$ cat src/rtl/stw_sequencer.sv
// Self-test sweep sequencer: broadcasts four ROM vectors to the PE array and
// collects per-PE pass/fail into a sticky bypass map. Optional STW_TIMEOUT_EN bounds WAIT.
module stw_sequencer #(
  parameter int WORD_SIZE      = 16,
  parameter int NUM_PE         = 4,
  parameter int TIMEOUT_CYCLES = 64
) (
  input  logic                 clk,
  input  logic                 rst,
  input  logic                 test_req,
  output logic                 STW_test_load_en,
  output logic [WORD_SIZE-1:0] STW_mult_op1,
  output logic [WORD_SIZE-1:0] STW_mult_op2,
  output logic [WORD_SIZE-1:0] STW_add_op,
  output logic [WORD_SIZE-1:0] STW_expected,
  output logic                 STW_start,
  input  logic [NUM_PE-1:0]    STW_complete_in,
  input  logic [NUM_PE-1:0]    STW_result_in,
  output logic                 busy,
  output logic                 done,
  output logic [NUM_PE-1:0]    fail_map,
  output logic                 stw_timeout
);

  // state | meaning
  // IDLE  | waiting for test_req
  // LOAD  | vector vidx on operand bus, load strobe high
  // START | start strobe high
  // WAIT  | waiting for all PEs to complete (first cycle ignores complete)
  // CHECK | merge PE results into fail_map, advance vidx
  // DONE  | one-cycle done pulse
  localparam logic [2:0] S_IDLE  = 3'd0;
  localparam logic [2:0] S_LOAD  = 3'd1;
  localparam logic [2:0] S_START = 3'd2;
  localparam logic [2:0] S_WAIT  = 3'd3;
  localparam logic [2:0] S_CHECK = 3'd4;
  localparam logic [2:0] S_DONE  = 3'd5;

`ifdef STW_TIMEOUT_EN
  localparam int CNT_W = $clog2(TIMEOUT_CYCLES + 1);
`else
  localparam int CNT_W = 1;
`endif

  logic [2:0]           state_q, state_d;
  logic [1:0]           vidx_q, vidx_d;
  logic [NUM_PE-1:0]    fail_map_q, fail_map_d;
  logic [CNT_W-1:0]     wait_cnt_q, wait_cnt_d;
  logic [WORD_SIZE-1:0] rom_op1, rom_op2, rom_add, rom_exp;

`ifdef STW_TIMEOUT_EN
  logic stw_timeout_q, stw_timeout_d;
`else
  logic unused_timeout_cfg;
  assign unused_timeout_cfg = ^TIMEOUT_CYCLES;
`endif

  // Expected words are (op1*op2+add) mod 2^16, precomputed for the default width.
  always_comb begin
    rom_op1 = '0;
    rom_op2 = '0;
    rom_add = '0;
    rom_exp = '0;
    case (vidx_q)
      2'd0: begin
        rom_op1 = WORD_SIZE'(16'h0003);
        rom_op2 = WORD_SIZE'(16'h0005);
        rom_add = WORD_SIZE'(16'h0007);
        rom_exp = WORD_SIZE'(16'h0016);
      end
      2'd1: begin
        rom_op1 = WORD_SIZE'(16'hFFFF);
        rom_op2 = WORD_SIZE'(16'h0001);
        rom_add = WORD_SIZE'(16'h0001);
        rom_exp = WORD_SIZE'(16'h0000);
      end
      2'd2: begin
        rom_op1 = WORD_SIZE'(16'h00FF);
        rom_op2 = WORD_SIZE'(16'h0100);
        rom_add = WORD_SIZE'(16'h0000);
        rom_exp = WORD_SIZE'(16'hFF00);
      end
      default: begin
        rom_op1 = WORD_SIZE'(16'h5555);
        rom_op2 = WORD_SIZE'(16'h0002);
        rom_add = WORD_SIZE'(16'hAAAA);
        rom_exp = WORD_SIZE'(16'h5554);
      end
    endcase
  end

  always_comb begin
    state_d    = state_q;
    vidx_d     = vidx_q;
    fail_map_d = fail_map_q;
    wait_cnt_d = wait_cnt_q;
`ifdef STW_TIMEOUT_EN
    stw_timeout_d = stw_timeout_q;
`endif
    case (state_q)
      S_IDLE: begin
        if (test_req) begin
          fail_map_d = '0;
          vidx_d     = '0;
`ifdef STW_TIMEOUT_EN
          stw_timeout_d = 1'b0;
`endif
          state_d    = S_LOAD;
        end
      end
      S_LOAD:  state_d = S_START;
      S_START: begin
        wait_cnt_d = '0;
        state_d    = S_WAIT;
      end
      S_WAIT: begin
`ifdef STW_TIMEOUT_EN
        wait_cnt_d = wait_cnt_q + CNT_W'(1);
`else
        wait_cnt_d = 1'b1;
`endif
        // A zero count marks the first WAIT cycle, where complete may be stale.
        if ((wait_cnt_q != '0) && (&STW_complete_in)) begin
          state_d = S_CHECK;
        end
`ifdef STW_TIMEOUT_EN
        else if (wait_cnt_q == CNT_W'(TIMEOUT_CYCLES - 1)) begin
          // Non-completers are marked here; CHECK then adds the ~result term.
          fail_map_d    = fail_map_q | ~STW_complete_in;
          stw_timeout_d = 1'b1;
          state_d       = S_CHECK;
        end
`endif
      end
      S_CHECK: begin
        fail_map_d = fail_map_q | ~STW_result_in;
        if (vidx_q == 2'd3) begin
          state_d = S_DONE;
        end else begin
          vidx_d  = vidx_q + 2'd1;
          state_d = S_LOAD;
        end
      end
      S_DONE:  state_d = S_IDLE;
      default: state_d = S_IDLE;
    endcase
  end

  always_ff @(posedge clk) begin
    if (rst) begin
      state_q    <= S_IDLE;
      vidx_q     <= '0;
      fail_map_q <= '0;
      wait_cnt_q <= '0;
`ifdef STW_TIMEOUT_EN
      stw_timeout_q <= 1'b0;
`endif
    end else begin
      state_q    <= state_d;
      vidx_q     <= vidx_d;
      fail_map_q <= fail_map_d;
      wait_cnt_q <= wait_cnt_d;
`ifdef STW_TIMEOUT_EN
      stw_timeout_q <= stw_timeout_d;
`endif
    end
  end

  assign STW_test_load_en = (state_q == S_LOAD);
  assign STW_mult_op1     = STW_test_load_en ? rom_op1 : '0;
  assign STW_mult_op2     = STW_test_load_en ? rom_op2 : '0;
  assign STW_add_op       = STW_test_load_en ? rom_add : '0;
  assign STW_expected     = STW_test_load_en ? rom_exp : '0;
  assign STW_start        = (state_q == S_START);
  assign busy             = (state_q != S_IDLE);
  assign done             = (state_q == S_DONE);
  assign fail_map         = fail_map_q;
`ifdef STW_TIMEOUT_EN
  assign stw_timeout      = stw_timeout_q;
`else
  assign stw_timeout      = 1'b0;
`endif

endmodule

$ cat config.mk
export PLATFORM = sky130hd
export DESIGN_NAME = stw_sequencer
export DESIGN_NICKNAME = d
export VERILOG_FILES = /design/src/rtl/stw_sequencer.sv
export SDC_FILE = /design/constraint.sdc
export NUM_CORES = 1
export LEC_CHECK = 0
export ABC_AREA = 1
export CORE_MARGIN = 3
export CORE_UTILIZATION = 30
export CTS_CLUSTER_SIZE = 24
export DETAILED_ROUTE_END_ITERATION = 6
export HOLD_SLACK_MARGIN = 0.15
export PLACE_DENSITY = 0.78
export SLEW_MARGIN = 10
export SYNTH_ARGS = -nofsm -noshare
export SYNTH_HDL_FRONTEND = slang
export SYNTH_SLANG_ARGS = --single-unit
export TNS_END_PERCENT = 20
$ cat constraint.sdc
create_clock -name clk -period 1.9 [get_ports clk]
set_clock_uncertainty 0.05 [all_clocks]
set_input_delay 0.57 -clock clk [delete_from_list [all_inputs] [get_ports clk]]
set_output_delay 0.57 -clock clk [all_outputs]
set_load 0.05 [all_outputs]
=== Word-level counts from Yosys, hierarchy flattened ===
Index checks and enable logic that the tools add are counted.

* Input bits: 11
* Bits in writable memories: 0
* Word-level logic and storage cells: 46
* Register bits: 10
* Output and inout port bits: 73
* Memories: 0
* Bits in latches: 0
* Memory bits (read-only): 0

* $mul: 0
* Div/mod/pow operators: 0
* Shifts and indexed selects: 0
* Reductions and logical operators: 10
* Bitwise operators: 2
* Equality and inequality tests: 11
* Order comparisons: 0
* Add/subtract/negate cells: 1
* Multiplexer cells: 18

{| class="wikitable"
|+ Operator list
! cell !! number
|-
| $pmux W16 S3 || 3
|-
| $mux W16 || 4
|-
| $pmux W9 S3 || 1
|-
| $pmux W3 S5 || 1
|-
| $mux W3 || 3
|-
| $pmux W4 S2 || 1
|-
| $eq A3 B2 Y1 const B || 2
|-
| $eq A3 B3 Y1 const B || 2
|-
| $ne A2 B2 Y1 const B || 3
|-
| $eq A2 B2 Y1 const B || 2
|-
| $mux W2 || 2
|-
| $mux W4 || 1
|-
| $not A4 Y4 || 1
|-
| $or A4 B4 Y4 || 1
|-
| $pmux W2 S2 || 1
|-
| $reduce_and A2 Y1 || 2
|-
| $reduce_and A4 Y1 || 1
|-
| $reduce_bool A2 Y1 || 2
|-
| $eq A3 B1 Y1 const B || 1
|-
| $logic_not A3 Y1 || 1
|-
| $reduce_and A3 Y1 || 1
|-
| $reduce_bool A3 Y1 || 1
|-
| $add A2 B1 Y2 const B || 1
|-
| $eq A2 B1 Y1 const B || 1
|-
| other kinds (3) || 3
|}

=== Logic depth before layout (Yosys ltp) ===
* Word-level depth: 4
* Mapped depth: 7
* Depth with buffers taken out: 6

=== Worst setup path before layout ===
No wires, ideal clock.

* Path type: register to output
* Start point: reg state_q[2]
* End point: out STW_add_op[11]
* Arrival: 2.467 ns
* Required time: 1.280 ns
* Slack: -1.187 ns
* Stages on the path, launching flop included: 6
* Path buffers: 2
* Cells stage by stage: dfxtp_1 -> buf_4 -> nor3_4 -> inv_2 -> nor2_1 -> buf_4

* Word-level cells in the longest chain between the ends: 2

{| class="wikitable"
|+ Ends and longest elaborated chain
! item !! line !! RTL
|-
| start: declaration || 45 || <nowiki>logic [2:0] state_q, state_d;</nowiki>
|-
| start signal: assignment || 159 || <nowiki>state_q <= state_d;</nowiki>
|-
| $eq A3 B1 Y1 || 169 || <nowiki>assign STW_test_load_en = (state_q == S_LOAD);</nowiki>
|-
| net STW_test_load_en || 11 || <nowiki>output logic STW_test_load_en,</nowiki>
|-
| $mux W16 || 172 || <nowiki>assign STW_add_op = STW_test_load_en ? rom_add : '0;</nowiki>
|-
| end: declaration || 14 || <nowiki>output logic [WORD_SIZE-1:0] STW_add_op,</nowiki>
|}

The timed path passes the listed nets, and every way through them passes these cells.

=== Worst setup path after layout ===
* Start point: reg state_q[2]
* End point: out STW_add_op[11]

* Word-level cells in the longest chain between the ends: 2

{| class="wikitable"
|+ Ends and longest elaborated chain
! item !! line
|-
| $eq A3 B1 Y1 || 169
|-
| $mux W16 || 172
|}

Every way passes these cells.

==> impl_summary.log <==
[metrics] run status: finished with violations
[metrics] failing checks: setup timing
[metrics] aggregate routed wire length: 2.38 mm
[metrics] clock latency at the later pin of the worst-skew pair: 0.26 ns
[metrics] portion of the post-synthesis area used by sequential elements: 19.4%
[metrics] category of the most critical setup path: flop to output pin
[metrics] height of the die: 64.7 um
[metrics] share of synthesized registers carrying an async set or reset: 0%
[metrics] slowest stage delay, CP: 0.34 ns
[metrics] origin of the worst setup path: state_q[2]
[metrics] ratio of cells with drive above 1 in the final layout: 52.1%
[metrics] predominant post-synthesis flop cell: sky130_fd_sc_hd__dfxtp_1
[metrics] flip-flop and latch count after synthesis: 10
[metrics] global-route wire length before repair: 3.88 mm
[metrics] category of cells accounting for the largest share of critical-path delay: buffers and inverters
[metrics] RR Startpoint: state_q[1]
[metrics] CP Data Arrival Time: 1.41 ns
[metrics] synth top area cells: sky130_fd_sc_hd__buf_4, sky130_fd_sc_hd__dfxtp_1, sky130_fd_sc_hd__ha_1, sky130_fd_sc_hd__a21oi_1, sky130_fd_sc_hd__inv_1
[metrics] TritonRoute pass-1 iters: 3
[metrics] type of the most critical hold path: flop to flop
[metrics] launch instance of the worst min-delay path: wait_cnt_q
[metrics] Hold Slack: 0.421 ns
[metrics] largest driver fanout on the critical path: 9
[metrics] drt wl/cell: 9.98 um
[metrics] power density normalized to cell area: 753 mW/mm2
[metrics] met3 wire length: 244 um
[metrics] number of DRC violations after detailed-routing iteration 0: 9
[metrics] post-synthesis instance area: 0.00103 mm2
[metrics] worst reg2reg path depth: 7
[metrics] Achievable Freq: 0.492 GHz
[metrics] number of clock sinks seen by CTS: 10
[metrics] sum of net half-perimeters after detailed placement: 2.09 mm
[metrics] initial antenna violation count: 0
[metrics] count of antenna-violating nets left after detailed routing: 0
[metrics] pin count of the biggest net entering global routing: 10
[metrics] final-layout fill cell count: 255
[metrics] synth warn: 0
[metrics] clock tree from TritonCTS: done
[metrics] via density per instance: 3.97
[metrics] diodes inserted: 0
[metrics] most instantiated library cell after synthesis: sky130_fd_sc_hd__buf_4
[metrics] final hold viol count: 0
[metrics] # nets final: 211
[metrics] via count of the first global-routing pass: 864
[metrics] most common library cells after synthesis: sky130_fd_sc_hd__buf_4, sky130_fd_sc_hd__inv_1, sky130_fd_sc_hd__nand2_1, sky130_fd_sc_hd__nor2_1, sky130_fd_sc_hd__a21oi_1
[metrics] area fraction of the dominant cell type after synthesis: 40.0%
[metrics] crit path setup slack, layout: -0.131 ns
[metrics] sum of negative setup slack: -4.61 ns
[metrics] Met1 Wirelength: 784 um
[metrics] Crit path buffers/inverters: 4
[metrics] clock buffer count from CTS: 3
[metrics] Post-synth EDFFs: 0
[metrics] highest routing layer actually used: met3
[metrics] unrepaired setup endpoints after global routing: true
[metrics] clock-pin slew reported for the worst setup and hold paths after clock tree synthesis: 0.06 ns
[metrics] H-tree Lvls: 1
[metrics] cell taking the most area after synthesis: sky130_fd_sc_hd__buf_4
[metrics] Hold Crit Depth: 2
[metrics] Post-Place Worst Slack: 0.00593 ns
[metrics] cell leakage power: 0.918 nW
[metrics] placement-stage cell area: 0.00197 mm2
[metrics] average cell area after synthesis: 7.02 um2
[metrics] Final GP Congestion: 0.759
[metrics] Stages on worst setup path: 6
[metrics] IO Port Bufs: 60
[metrics] Initial Util: 32.5%
[metrics] Max Root-Sink Buffers: 2
[metrics] number of vias after detailed routing: 945
[metrics] Hold Buf Count CTS: 0
[metrics] area of the die: 0.00418 mm2
[metrics] Syn Inst Count: 147
[metrics] required time at the endpoint of the critical path: 1.28 ns
[metrics] die span in x: 64.7 um
[metrics] minimum clock period after layout: 2.03 ns
[metrics] DRC violation count after routing: 0
[metrics] number of different library cells in the post-synthesis netlist: 19
[metrics] max-capacitance violation count: 0
[metrics] Worst path most repeated cell: sky130_fd_sc_hd__buf_12
[metrics] pins over their slew limit: 0
[metrics] signed area change from the synthesized netlist to the final layout: 108%
[metrics] met2 routed WL: 1.35 mm
[metrics] global route overflow: 0
[metrics] Final setup viols: 41
[metrics] critical path capture point type: output pin
[metrics] gr usage total: 11.2%
[metrics] Worst Setup Start Kind: flop
[metrics] I/O pin count: 84
[metrics] area inside the core boundary: 0.00318 mm2
[metrics] CTS root buffer: sky130_fd_sc_hd__clkbuf_4
[metrics] worst voltage drop across the vdd grid: 0.449 mV
[metrics] row count: 20
[metrics] slowest stage cell, crit path: sky130_fd_sc_hd__dfxtp_2
[metrics] share of the clock period used by the worst path after layout: 107%
[metrics] final design instance area without fill: 0.00215 mm2
[metrics] Critical Path, Cell by Cell: nor3_4, buf_6, inv_8, nor2_4, buf_12, buf_12
metrics by stage:
stage,total power [mW],cells,utilization [%]
after detailed placement,1.36,229,62.0
after CTS,1.63,238,67.4
after floorplan,0.970,169,-
final,1.62,238,67.6
after global routing,1.69,238,67.6
after global placement,1.35,229,62.0
sequential cells by signal (all words and copies together) (netlist names):
register / count
vidx_q: 2
wait_cnt_q: 1
fail_map: 4
state_q: 3
cells in the final DEF, fill, tap and decap left out, drive strengths merged:
cell / n
nand3: 8
conb: 23
a21oi: 11
nor2: 15
ha: 5
inv: 20
clkbuf: 4
o21ai: 5
dfxtp: 10
buf: 65
o211ai: 1
o21a: 1
nor3: 3
nand2: 13
clkdlybuf4s50: 10
worst register-to-register path, delay by kind of cell (launching register included):
| kind | cells | cell delay (ns) |
|---|---|---|
| buffers and inverters | 2 | 0.24 |
| flip-flops | 1 | 0.34 |
| AND/OR/NAND/NOR | 5 | 0.56 |
path summary, 6_finish.rpt:
| kind | end | slack [ns] |
|---|---|---|
| min | wait_cnt_q | 0.42 |
| min reg2reg | wait_cnt_q | 0.42 |
| max | STW_add_op[11] | -0.13 |
| max reg2reg | vidx_q[0] | 0.60 |
cell families (layout without fill, tap and decap cells):
group,after synthesis,in the layout,share of synthesized area [%]
DFF,10,10,19.4
adders and majority gates,5,5,6.06
AOI/OAI and AO/OA,18,18,9.21
other,1,23,0.363
buffers and inverters,74,99,46.9
and+or+nand+nor,39,39,18.1
final cells by class:
type / count / area [um2] / area share [%]
repair inverters: 1 / 6.26 / 0.291
well taps: 44 / 55.1 / 2.56
clock buffers: 4 / 36.3 / 1.69
flip-flops and latches: 10 / 210 / 9.78
repair buffers: 75 / 1230 / 57.2
multi-input cells: 85 / 529 / 24.6
inverters: 19 / 83.8 / 3.90
where the power goes:
group / internal, mW / switching, mW / total (mW)
clock: 0.116 / 0.0723 / 0.189
sequential: 0.228 / 0.0185 / 0.247
combinational: 0.496 / 0.687 / 1.18
total: 0.840 / 0.778 / 1.62
layer usage:
layer	global-route usage, %	vias to the layer above
li1	-	475
met1	11.4	418
met2	22.9	52
met3	2.25	0
met4	2.37	0
met5	0	-
repair_timing:
action / CTS / global route
buffers inserted: 4 / 0
gates cloned: 1 / 0
pin swaps: 3 / 2
resized for setup: 22 / 3
setup endpoints to repair: 43 / 44
No activity file was read; power rests on OpenSTA's default activity.
